### config.mk
export PLATFORM = sky130hd
export DESIGN_NAME = display_stream_rx_flat
export DESIGN_NICKNAME = d
export VERILOG_FILES = /design/src/rtl/display_stream_rx_if.sv /design/src/rtl/display_stream_rx.sv /design/src/flat_wrapper.sv
export SDC_FILE = /design/constraint.sdc
export NUM_CORES = 1
export LEC_CHECK = 0
export CORE_MARGIN = 3
export CORE_UTILIZATION = 55
export CTS_BUF_LIST = sky130_fd_sc_hd__clkbuf_2 sky130_fd_sc_hd__clkbuf_4 sky130_fd_sc_hd__clkbuf_8
export CTS_CLUSTER_DIAMETER = 80
export DETAILED_ROUTE_END_ITERATION = 6
export GPL_TIMING_DRIVEN = 0
export PLACE_DENSITY = 0.77
export SYNTH_ARGS = -nofsm -noshare
export SYNTH_HDL_FRONTEND = slang
export SYNTH_SLANG_ARGS = --single-unit
### constraint.sdc
create_clock -name clk40m_i -period 4.9 [get_ports clk40m_i]
set_input_delay 0.98 -clock clk40m_i [delete_from_list [all_inputs] [get_ports clk40m_i]]
set_output_delay 0.98 -clock clk40m_i [all_outputs]
set_load 0.1 [all_outputs]
### src/rtl/display_stream_rx_if.sv
// Output stream of the display link receiver: captured word plus csel/blank on a
// valid/ready handshake. The receiver is the master and the consumer is the slave.
interface display_stream_rx_if #(
  parameter int unsigned WORD_WIDTH = 16
);
  logic [WORD_WIDTH-1:0] word_ob;
  logic [2:0]            csel_ob3;
  logic                  blank_o;
  logic                  valid_o;
  logic                  ready_i;

  modport master (output word_ob, csel_ob3, blank_o, valid_o, input ready_i);
  modport slave  (input word_ob, csel_ob3, blank_o, valid_o, output ready_i);
endinterface

### src/rtl/display_stream_rx.sv
// Display serial link receiver: synchronises sclk/sin/latch/blank/csel into the
// 40 MHz domain, deserialises each latched word MSB first and hands it out on a
// valid/ready stream, flagging length errors, overruns and mid-word timeouts.
module display_stream_rx #(
  parameter int unsigned WORD_WIDTH     = 16,
  parameter int unsigned SYNC_STAGES    = 2,
  parameter int unsigned TIMEOUT_CYCLES = 4096
) (
  input  logic                       clk40m_i,
  input  logic                       reset_ni,
  input  logic                       sclk_i,
  input  logic                       sin_i,
  input  logic                       latch_i,
  input  logic                       blank_i,
  input  logic [2:0]                 csel_ib3,
  display_stream_rx_if.master        stream,
  output logic                       length_err_o,
  output logic                       overrun_o,
  output logic                       timeout_o,
  output logic [7:0]                 err_cnt_ob8
);

  localparam int unsigned CNT_W = $clog2(WORD_WIDTH + 2);
  localparam int unsigned TMR_W = (TIMEOUT_CYCLES > 1) ? $clog2(TIMEOUT_CYCLES) : 1;

  typedef enum logic [1:0] {
    ST_IDLE  = 2'd0,
    ST_SHIFT = 2'd1,
    ST_CHECK = 2'd2
  } state_t;

  // Bundle order: {csel[2:0], blank, latch, sin, sclk}
  logic [SYNC_STAGES-1:0][6:0] r_sync;
  logic [6:0]                  w_pins;
  logic [6:0]                  w_s;
  logic                        r_sclk_d;
  logic                        r_latch_d;
  logic                        w_sclk_rise;
  logic                        w_latch_rise;

  state_t                      r_state;
  logic [WORD_WIDTH-1:0]       r_shift;
  logic [CNT_W-1:0]            r_count;
  logic [TMR_W-1:0]            r_timer;
  logic [2:0]                  r_csel_cap;
  logic                        r_blank_cap;
  logic [WORD_WIDTH-1:0]       r_word;
  logic [2:0]                  r_csel;
  logic                        r_blank;
  logic                        r_valid;
  logic                        r_length_err;
  logic                        r_overrun;
  logic                        r_timeout;
  logic [7:0]                  r_err_cnt;

  logic [WORD_WIDTH-1:0]       w_shift_next;
  logic [CNT_W-1:0]            w_count_next;
  logic                        w_accept;
  logic [8:0]                  w_err_total;

  assign w_pins       = {csel_ib3, blank_i, latch_i, sin_i, sclk_i};
  assign w_s          = r_sync[SYNC_STAGES-1];
  assign w_sclk_rise  = w_s[0] & ~r_sclk_d;
  assign w_latch_rise = w_s[2] & ~r_latch_d;
  assign w_accept     = r_valid & stream.ready_i;
  assign w_shift_next = {r_shift[WORD_WIDTH-2:0], w_s[1]};
  assign w_count_next = (r_count == CNT_W'(WORD_WIDTH + 1)) ? r_count : r_count + 1'b1;
  assign w_err_total  = {1'b0, r_err_cnt} + 9'(r_length_err) + 9'(r_overrun) + 9'(r_timeout);

  // Equal-depth synchronisers for every link input, plus edge-detect history
  always_ff @(posedge clk40m_i or negedge reset_ni) begin
    if (!reset_ni) begin
      r_sync    <= '0;
      r_sclk_d  <= 1'b0;
      r_latch_d <= 1'b0;
    end else begin
      r_sync[0] <= w_pins;
      for (int unsigned i = 1; i < SYNC_STAGES; i++) begin
        r_sync[i] <= r_sync[i-1];
      end
      r_sclk_d  <= w_s[0];
      r_latch_d <= w_s[2];
    end
  end

  // Receive FSM: shift, time out, check the latched word and drive the stream
  always_ff @(posedge clk40m_i or negedge reset_ni) begin
    if (!reset_ni) begin
      r_state      <= ST_IDLE;
      r_shift      <= '0;
      r_count      <= '0;
      r_timer      <= '0;
      r_csel_cap   <= '0;
      r_blank_cap  <= 1'b0;
      r_word       <= '0;
      r_csel       <= '0;
      r_blank      <= 1'b0;
      r_valid      <= 1'b0;
      r_length_err <= 1'b0;
      r_overrun    <= 1'b0;
      r_timeout    <= 1'b0;
    end else begin
      r_length_err <= 1'b0;
      r_overrun    <= 1'b0;
      r_timeout    <= 1'b0;
      if (w_accept) begin
        r_valid <= 1'b0;
      end
      if (w_latch_rise) begin
        r_csel_cap  <= w_s[6:4];
        r_blank_cap <= w_s[3];
      end
      case (r_state)
        ST_IDLE: begin
          r_timer <= '0;
          if (w_sclk_rise) begin
            r_shift <= w_shift_next;
            r_count <= w_count_next;
          end
          if (w_latch_rise) begin
            r_state <= ST_CHECK;
          end else if (w_sclk_rise) begin
            r_state <= ST_SHIFT;
          end
        end
        ST_SHIFT: begin
          // A coincident sclk rise is shifted before the latch sends the word to CHECK
          if (w_sclk_rise) begin
            r_shift <= w_shift_next;
            r_count <= w_count_next;
            r_timer <= '0;
          end
          if (w_latch_rise) begin
            r_state <= ST_CHECK;
          end else if (!w_sclk_rise) begin
            if (r_timer == TMR_W'(TIMEOUT_CYCLES - 1)) begin
              r_timeout <= 1'b1;
              r_count   <= '0;
              r_shift   <= '0;
              r_timer   <= '0;
              r_state   <= ST_IDLE;
            end else begin
              r_timer <= r_timer + 1'b1;
            end
          end
        end
        ST_CHECK: begin
          // Acceptance in this same cycle frees the slot for the new word
          if (r_count == CNT_W'(WORD_WIDTH)) begin
            if (!r_valid || w_accept) begin
              r_word  <= r_shift;
              r_csel  <= r_csel_cap;
              r_blank <= r_blank_cap;
              r_valid <= 1'b1;
            end else begin
              r_overrun <= 1'b1;
            end
          end else begin
            r_length_err <= 1'b1;
          end
          r_count <= '0;
          r_shift <= '0;
          r_timer <= '0;
          r_state <= ST_IDLE;
        end
        default: r_state <= ST_IDLE;
      endcase
    end
  end

  // Saturating count of error pulses
  always_ff @(posedge clk40m_i or negedge reset_ni) begin
    if (!reset_ni) begin
      r_err_cnt <= '0;
    end else if (w_err_total > 9'd255) begin
      r_err_cnt <= 8'hFF;
    end else begin
      r_err_cnt <= w_err_total[7:0];
    end
  end

  assign stream.word_ob  = r_word;
  assign stream.csel_ob3 = r_csel;
  assign stream.blank_o  = r_blank;
  assign stream.valid_o  = r_valid;
  assign length_err_o    = r_length_err;
  assign overrun_o       = r_overrun;
  assign timeout_o       = r_timeout;
  assign err_cnt_ob8     = r_err_cnt;

endmodule

### src/flat_wrapper.sv
// flat-port wrapper written by rule: the top's interface ports become plain ports
module display_stream_rx_flat 
#(
  parameter int unsigned WORD_WIDTH     = 16,
  parameter int unsigned SYNC_STAGES    = 2,
  parameter int unsigned TIMEOUT_CYCLES = 4096
)
  (clk40m_i, reset_ni, sclk_i, sin_i, latch_i, blank_i, csel_ib3, length_err_o, overrun_o, timeout_o, err_cnt_ob8, stream_word_ob, stream_csel_ob3, stream_blank_o, stream_valid_o, stream_ready_i);
  display_stream_rx_if #(.WORD_WIDTH(WORD_WIDTH)) stream_i ();
  input  logic clk40m_i;
  input  logic reset_ni;
  input  logic sclk_i;
  input  logic sin_i;
  input  logic latch_i;
  input  logic blank_i;
  input  logic [2:0] csel_ib3;
  output logic length_err_o;
  output logic overrun_o;
  output logic timeout_o;
  output logic [7:0] err_cnt_ob8;
  output wire logic [$bits(stream_i.word_ob)-1:0] stream_word_ob;
  output wire logic [$bits(stream_i.csel_ob3)-1:0] stream_csel_ob3;
  output wire logic [$bits(stream_i.blank_o)-1:0] stream_blank_o;
  output wire logic [$bits(stream_i.valid_o)-1:0] stream_valid_o;
  input wire logic [$bits(stream_i.ready_i)-1:0] stream_ready_i;
  assign stream_word_ob = stream_i.word_ob;
  assign stream_csel_ob3 = stream_i.csel_ob3;
  assign stream_blank_o = stream_i.blank_o;
  assign stream_valid_o = stream_i.valid_o;
  assign stream_i.ready_i = stream_ready_i;
  display_stream_rx #(.WORD_WIDTH(WORD_WIDTH), .SYNC_STAGES(SYNC_STAGES), .TIMEOUT_CYCLES(TIMEOUT_CYCLES)) u_core (.clk40m_i(clk40m_i), .reset_ni(reset_ni), .sclk_i(sclk_i), .sin_i(sin_i), .latch_i(latch_i), .blank_i(blank_i), .csel_ib3(csel_ib3), .stream(stream_i), .length_err_o(length_err_o), .overrun_o(overrun_o), .timeout_o(timeout_o), .err_cnt_ob8(err_cnt_ob8));
endmodule
==> Word-level counts from Yosys, hierarchy flattened <==
Cells that the tools add are included.
{ "totals": {"out_inout_bits": 32, "ff_bits": 87, "wordCells": 81} }
{ "classes": {"bitwise_logic": 5, "n_lt_le_gt_ge": 1, "reduce_logical": 8, "add_sub_neg": 5, "mux": 36, "eq_ne": 8} }
{ "ops": {"columns": ["operator", "count"], "rows": [
  ["16-bit two-way mux", 4],
  ["12-bit two-way mux", 4],
  ["16-bit case mux with 3 select lines", 1],
  ["5-bit two-way mux", 5],
  ["12-bit case mux with 2 select lines", 1],
  ["9-bit by 1-bit adder with 9-bit output", 2],
  ["5-bit case mux with 3 select lines", 1],
  ["1-bit two-way mux", 13],
  ["12-bit by 1-bit adder with 12-bit output, second input constant", 1],
  ["12-bit equality test, second input constant", 1],
  ["5-bit equality test, second input constant", 2],
  ["2-bit two-way mux", 5],
  ["8-bit by 1-bit adder with 9-bit output", 1],
  ["9-bit by 8-bit greater-than comparator with 1-bit output, second input constant", 1],
  ["8-bit two-way mux", 1],
  ["3-bit by 1-bit != test with 1-bit output, second input constant", 2],
  ["3-bit AND reduction", 2],
  ["5-bit by 1-bit adder with 5-bit output, second input constant", 1],
  ["2-bit case mux with 2 select lines", 1],
  ["1-bit bitwise AND", 3],
  ["3-bit != test, second input constant", 1],
  ["3-bit nonzero test", 1],
  ["2-bit by 1-bit equality test with 1-bit output, second input constant", 1],
  ["2-bit equality test, second input constant", 1],
  ["other kinds (6)", 7]
]} }

==> Logic depth before layout (Yosys ltp) <==
{ "logic_depth": {"word_depth": 7, "depth_mapped": 7, "depth_no_buf": 7} }

==> Worst setup path after synthesis <==
OpenSTA, ideal clock, no wires.
{ "synth_timing": {"path_kind": "register to register", "start": "register u_core.r_length_err (netlist: u_core.length_err_o)", "end": "register u_core.r_err_cnt[0] (netlist: u_core.err_cnt_ob8[0])", "path_buffers": 0, "setup_time_ps": 76, "path_stages_with_launch": 8, "arrival_ps": 2505, "required_ps": 4824, "path_slack_ps": 2319, "path_cell_list": "dfrtp_1 fa_1 ha_1 inv_1 fa_1 nor2_1 nand3_1 nand2b_1"} }
{ "synth_between": {"elab_chain_len": 5} }
{ "synth_lines": {"columns": ["item", "line", "source"], "rows": [
  ["from (decl)", "display_stream_rx.sv:51", "logic r_length_err;"],
  ["from (signal assigned)", "display_stream_rx.sv:99", "r_length_err <= 1'b0;"],
  ["from (signal assigned)", "display_stream_rx.sv:103", "r_length_err <= 1'b0;"],
  ["from (signal assigned)", "display_stream_rx.sv:159", "r_length_err <= 1'b1;"],
  ["8-bit by 1-bit adder with 9-bit output (*)", "display_stream_rx.sv:68", "assign w_err_total = {1'b0, r_err_cnt} + 9'(r_length_err) + 9'(r_overrun) + 9'(r_timeout);"],
  ["9-bit by 1-bit adder with 9-bit output (*) (2 in a row)", "display_stream_rx.sv:68", null],
  ["9-bit by 8-bit greater-than comparator with 1-bit output", "display_stream_rx.sv:175", "end else if (w_err_total > 9'd255) begin"],
  ["8-bit two-way mux (*)", "display_stream_rx.sv:175", null],
  ["to (signal assigned)", "display_stream_rx.sv:178", "r_err_cnt <= w_err_total[7:0];"],
  ["to (decl)", "display_stream_rx.sv:54", "logic [7:0] r_err_cnt;"]
]} }
Every way passes the cells marked *; elsewhere a longest branch is shown, timed or not.
A chain may end at the register's enable or synchronous reset.

==> Final worst setup path <==
{ "layout_timing": {"start": "register u_core.r_err_cnt[2] (netlist: u_core.err_cnt_ob8[2])", "end": "output err_cnt_ob8[2]"} }
{ "layout_lines": {"columns": ["item", "line", "source"], "rows": [
  ["to (decl)", "flat_wrapper.sv:20", "output logic [7:0] err_cnt_ob8;"]
]} }
No word-level cell between the ends.

==> qor.csv <==
metric;value;unit
clock_latency;0.36;ns
first_pass_iters;4;
power_leakage;0.002166;uW
syn_area_per_cell;10.75;sq um
fin_cells;531;
cts_max_path_buffers;2;
synth_top_area_share;53.72;%
num_antenna_cells;0;
slowest_delay;1.17;ns
grt_pass1_vias;2958;
ctsResizeCount;0;
fin_crit_sh;60.15;%
clkTransAtPathRegs;0.08;ns
drt-initial-drc-count;216;
cp_top_family;buffers and inverters;
cts-root-buf;clkbuf_8;
netSwitchingFraction;37.98;%
end_kind;output pin;
p_int;1224;uW
ir_worst_vdd;0.2161;mV
worst_pin_slew;0.9724;ns
antenna_found_initial;0;
seq_power_share;43.6;%
cts.htree.levels;3;
place_ws;2.333;ns
synth.yosys.seq_area_share;53.72;%
hold_viol;0;
synthesis.area;0.004053;sq mm
yosys.area.top_type;dfrtp_1;
async_flop_share;100.0;%
start_kind;flop;
drive_gt1_share;12.87;%
wl;7.863;mm
fmax;339.3;MHz
critPathMaxFanout;6;
cts_tree;built;
vias;3018;
syn-instance-count;377;
most-common-layout-cells;dfrtp_1, nand2_1, clkdlybuf4s50_1;
maxCapViolCount;0;
gp_congestion;0.8585;
rsz0062_at_grt;no;
synth_edf_count;0;
hp-class;reg -> reg;
ioPinCount;42;
fin_skew;0.01262;ns
io_buffers;41;
postCtsSetupRepairBufs;0;
cts_hold_buf;0;
min_period;2.947;ns
vias_per_cell;5.684;
power_density;410.0;mW/mm^2
placed_cells;515;
synth_cell_type_count;52;
cp.required;3.92;ns
yosys_warnings;0;
dieArea;0.008435;sq mm
cpMaxStageDelayCell;clkdlybuf4s50_1;
grt_start_max_net_pins;54;
area_growth;18.80;%
cts.sinks;87;
chipWidth;91.84;um
pwr-share-clk;25.8;%
synth_ff_type;dfrtp_1;
combPwrFrac;30.6;%
critPathKind;reg -> out;
synth_fp_nets;399;
layout_commonest_cell;dfrtp_1;
outcome;finished, final reports clean;
ant_nets;0;
switching_power;749.7;uW
grt_pass1_wl;13.81;mm
holdWs;0.3527;ns
dieHeight;91.84;um
tns;0;ns
initial_core_util;58.05;%
relSlewSlack;34.97;%
critPathArrivalTime;1.97;ns
coreArea;0.006982;sq mm
path_buf_inv;1;
setup_viol;0;
final_core_util;68.96;%
ys_ff_latch;87;
dpl.hpwl;5.575;mm
cts_buffers;9;
grt.total_usage;20.35;%
wl_per_cell;14.81;um
grt_overflow_total;0;
synth_area_leaders;dfrtp_1, mux2_2, nand2_1;
final.setup.worst_slack;1.953;ns
fin_nets;452;
slew_viol_final;0;
crit_chain;clkdlybuf4s50_1;
fp-row-count;30;
post-route-drc-count;0;
## sequential cells by signal (all words and copies together), names as in the netlist, 2 cells and up
name,count
u_core.stream.csel_ob3,3
u_core.r_state,2
u_core.stream.word_ob,16
u_core.r_sync,7
u_core.r_csel_cap,3
u_core.w_s,7
u_core.r_timer,12
u_core.r_shift,16
u_core.err_cnt_ob8,8
u_core.r_count,5
## through the flow
step	power, uW	area (sq um)
3_5_place_dp	1477	4608
2_1_floorplan	1310	4053
6_report	1974	4815
4_1_cts	1992	4815
5_1_grt	2098	4815
3_3_place_gp	1454	4583
## cell usage after synthesis, types with 2 or more instances
library cell and instances:
a21oi_1 23, a22oi_1 2, a31oi_1 3, a32oi_1 4, and3_1 17, and4_1 2
buf_2 6, clkbuf_1 12, dfrtp_1 87, fa_1 2, ha_1 10, inv_1 13
mux2_1 2, mux2_2 20, nand2_1 51, nand2b_1 6, nand3_1 28, nand4_1 7
nor2_1 9, nor2b_1 2, nor3_1 3, o211ai_1 20, o21ai_0 10, o31ai_1 5
o41a_1 2, or4_1 2, xor2_1 4
## kinds of logic after synthesis
kind of cell	after synthesis	share of synthesized area, %
and+or+nand+nor	138	18.34
DFF	87	53.72
AOI/OAI and AO/OA	78	12.78
buffers and inverters	34	3.643
muxes	23	6.360
adders and majority gates	12	4.075
xor gates and xnor gates	5	1.081
## power by group through the flow
stage | clock network [uW] | registers [uW] | logic, uW
6_report | 509 | 861 | 603
5_1_grt | 556 | 873 | 669
4_1_cts | 527 | 862 | 604
3_5_place_dp | 0 | 876 | 601
3_3_place_gp | 0 | 870 | 584
2_1_floorplan | 0 | 1030 | 282
## metal layers
| metal | wire length, um | GRT usage, % | share of wire, % | vias up |
|---|---|---|---|---|
| li1 | - | - | - | 1469 |
| met1 | 3458 | 26.47 | 44 | 1465 |
| met2 | 3918 | 33.15 | 50 | 73 |
| met3 | 349 | 3.774 | 4.4 | 11 |
| met4 | 137 | 9.406 | 1.7 | 0 |
| met5 | 0 | 0 | 0 | - |
## final timing paths
kind | startpoint | endpoint | slack (ns) | cells past startpoint
worst max-delay path | u_core.err_cnt_ob8[2] | err_cnt_ob8[2] | 1.95 | 1
worst min-delay path | u_core.r_sync[6] | u_core.w_s[6] | 0.35 | 0
worst max register to register | u_core.length_err_o | u_core.err_cnt_ob8[0] | 2.70 | 7
worst min register to register | u_core.r_sync[6] | u_core.w_s[6] | 0.35 | 0
max in group asynchronous | reset_ni | u_core.r_shift[14] | 3.73 | 2
min in group asynchronous | reset_ni | u_core.err_cnt_ob8[5] | 0.56 | 1
## final cells by class
cell class	instances	area, sq um
flip-flops and latches	87	2177
multi-input cells	256	1728
inverters	13	48.80
clock buffers	10	137.6
clock inverters	6	68.82
repair buffers	42	435.4
fillers	545	2167
plain buffers	21	98.84
well taps	96	120.1
(Power assumes the default switching activity.)
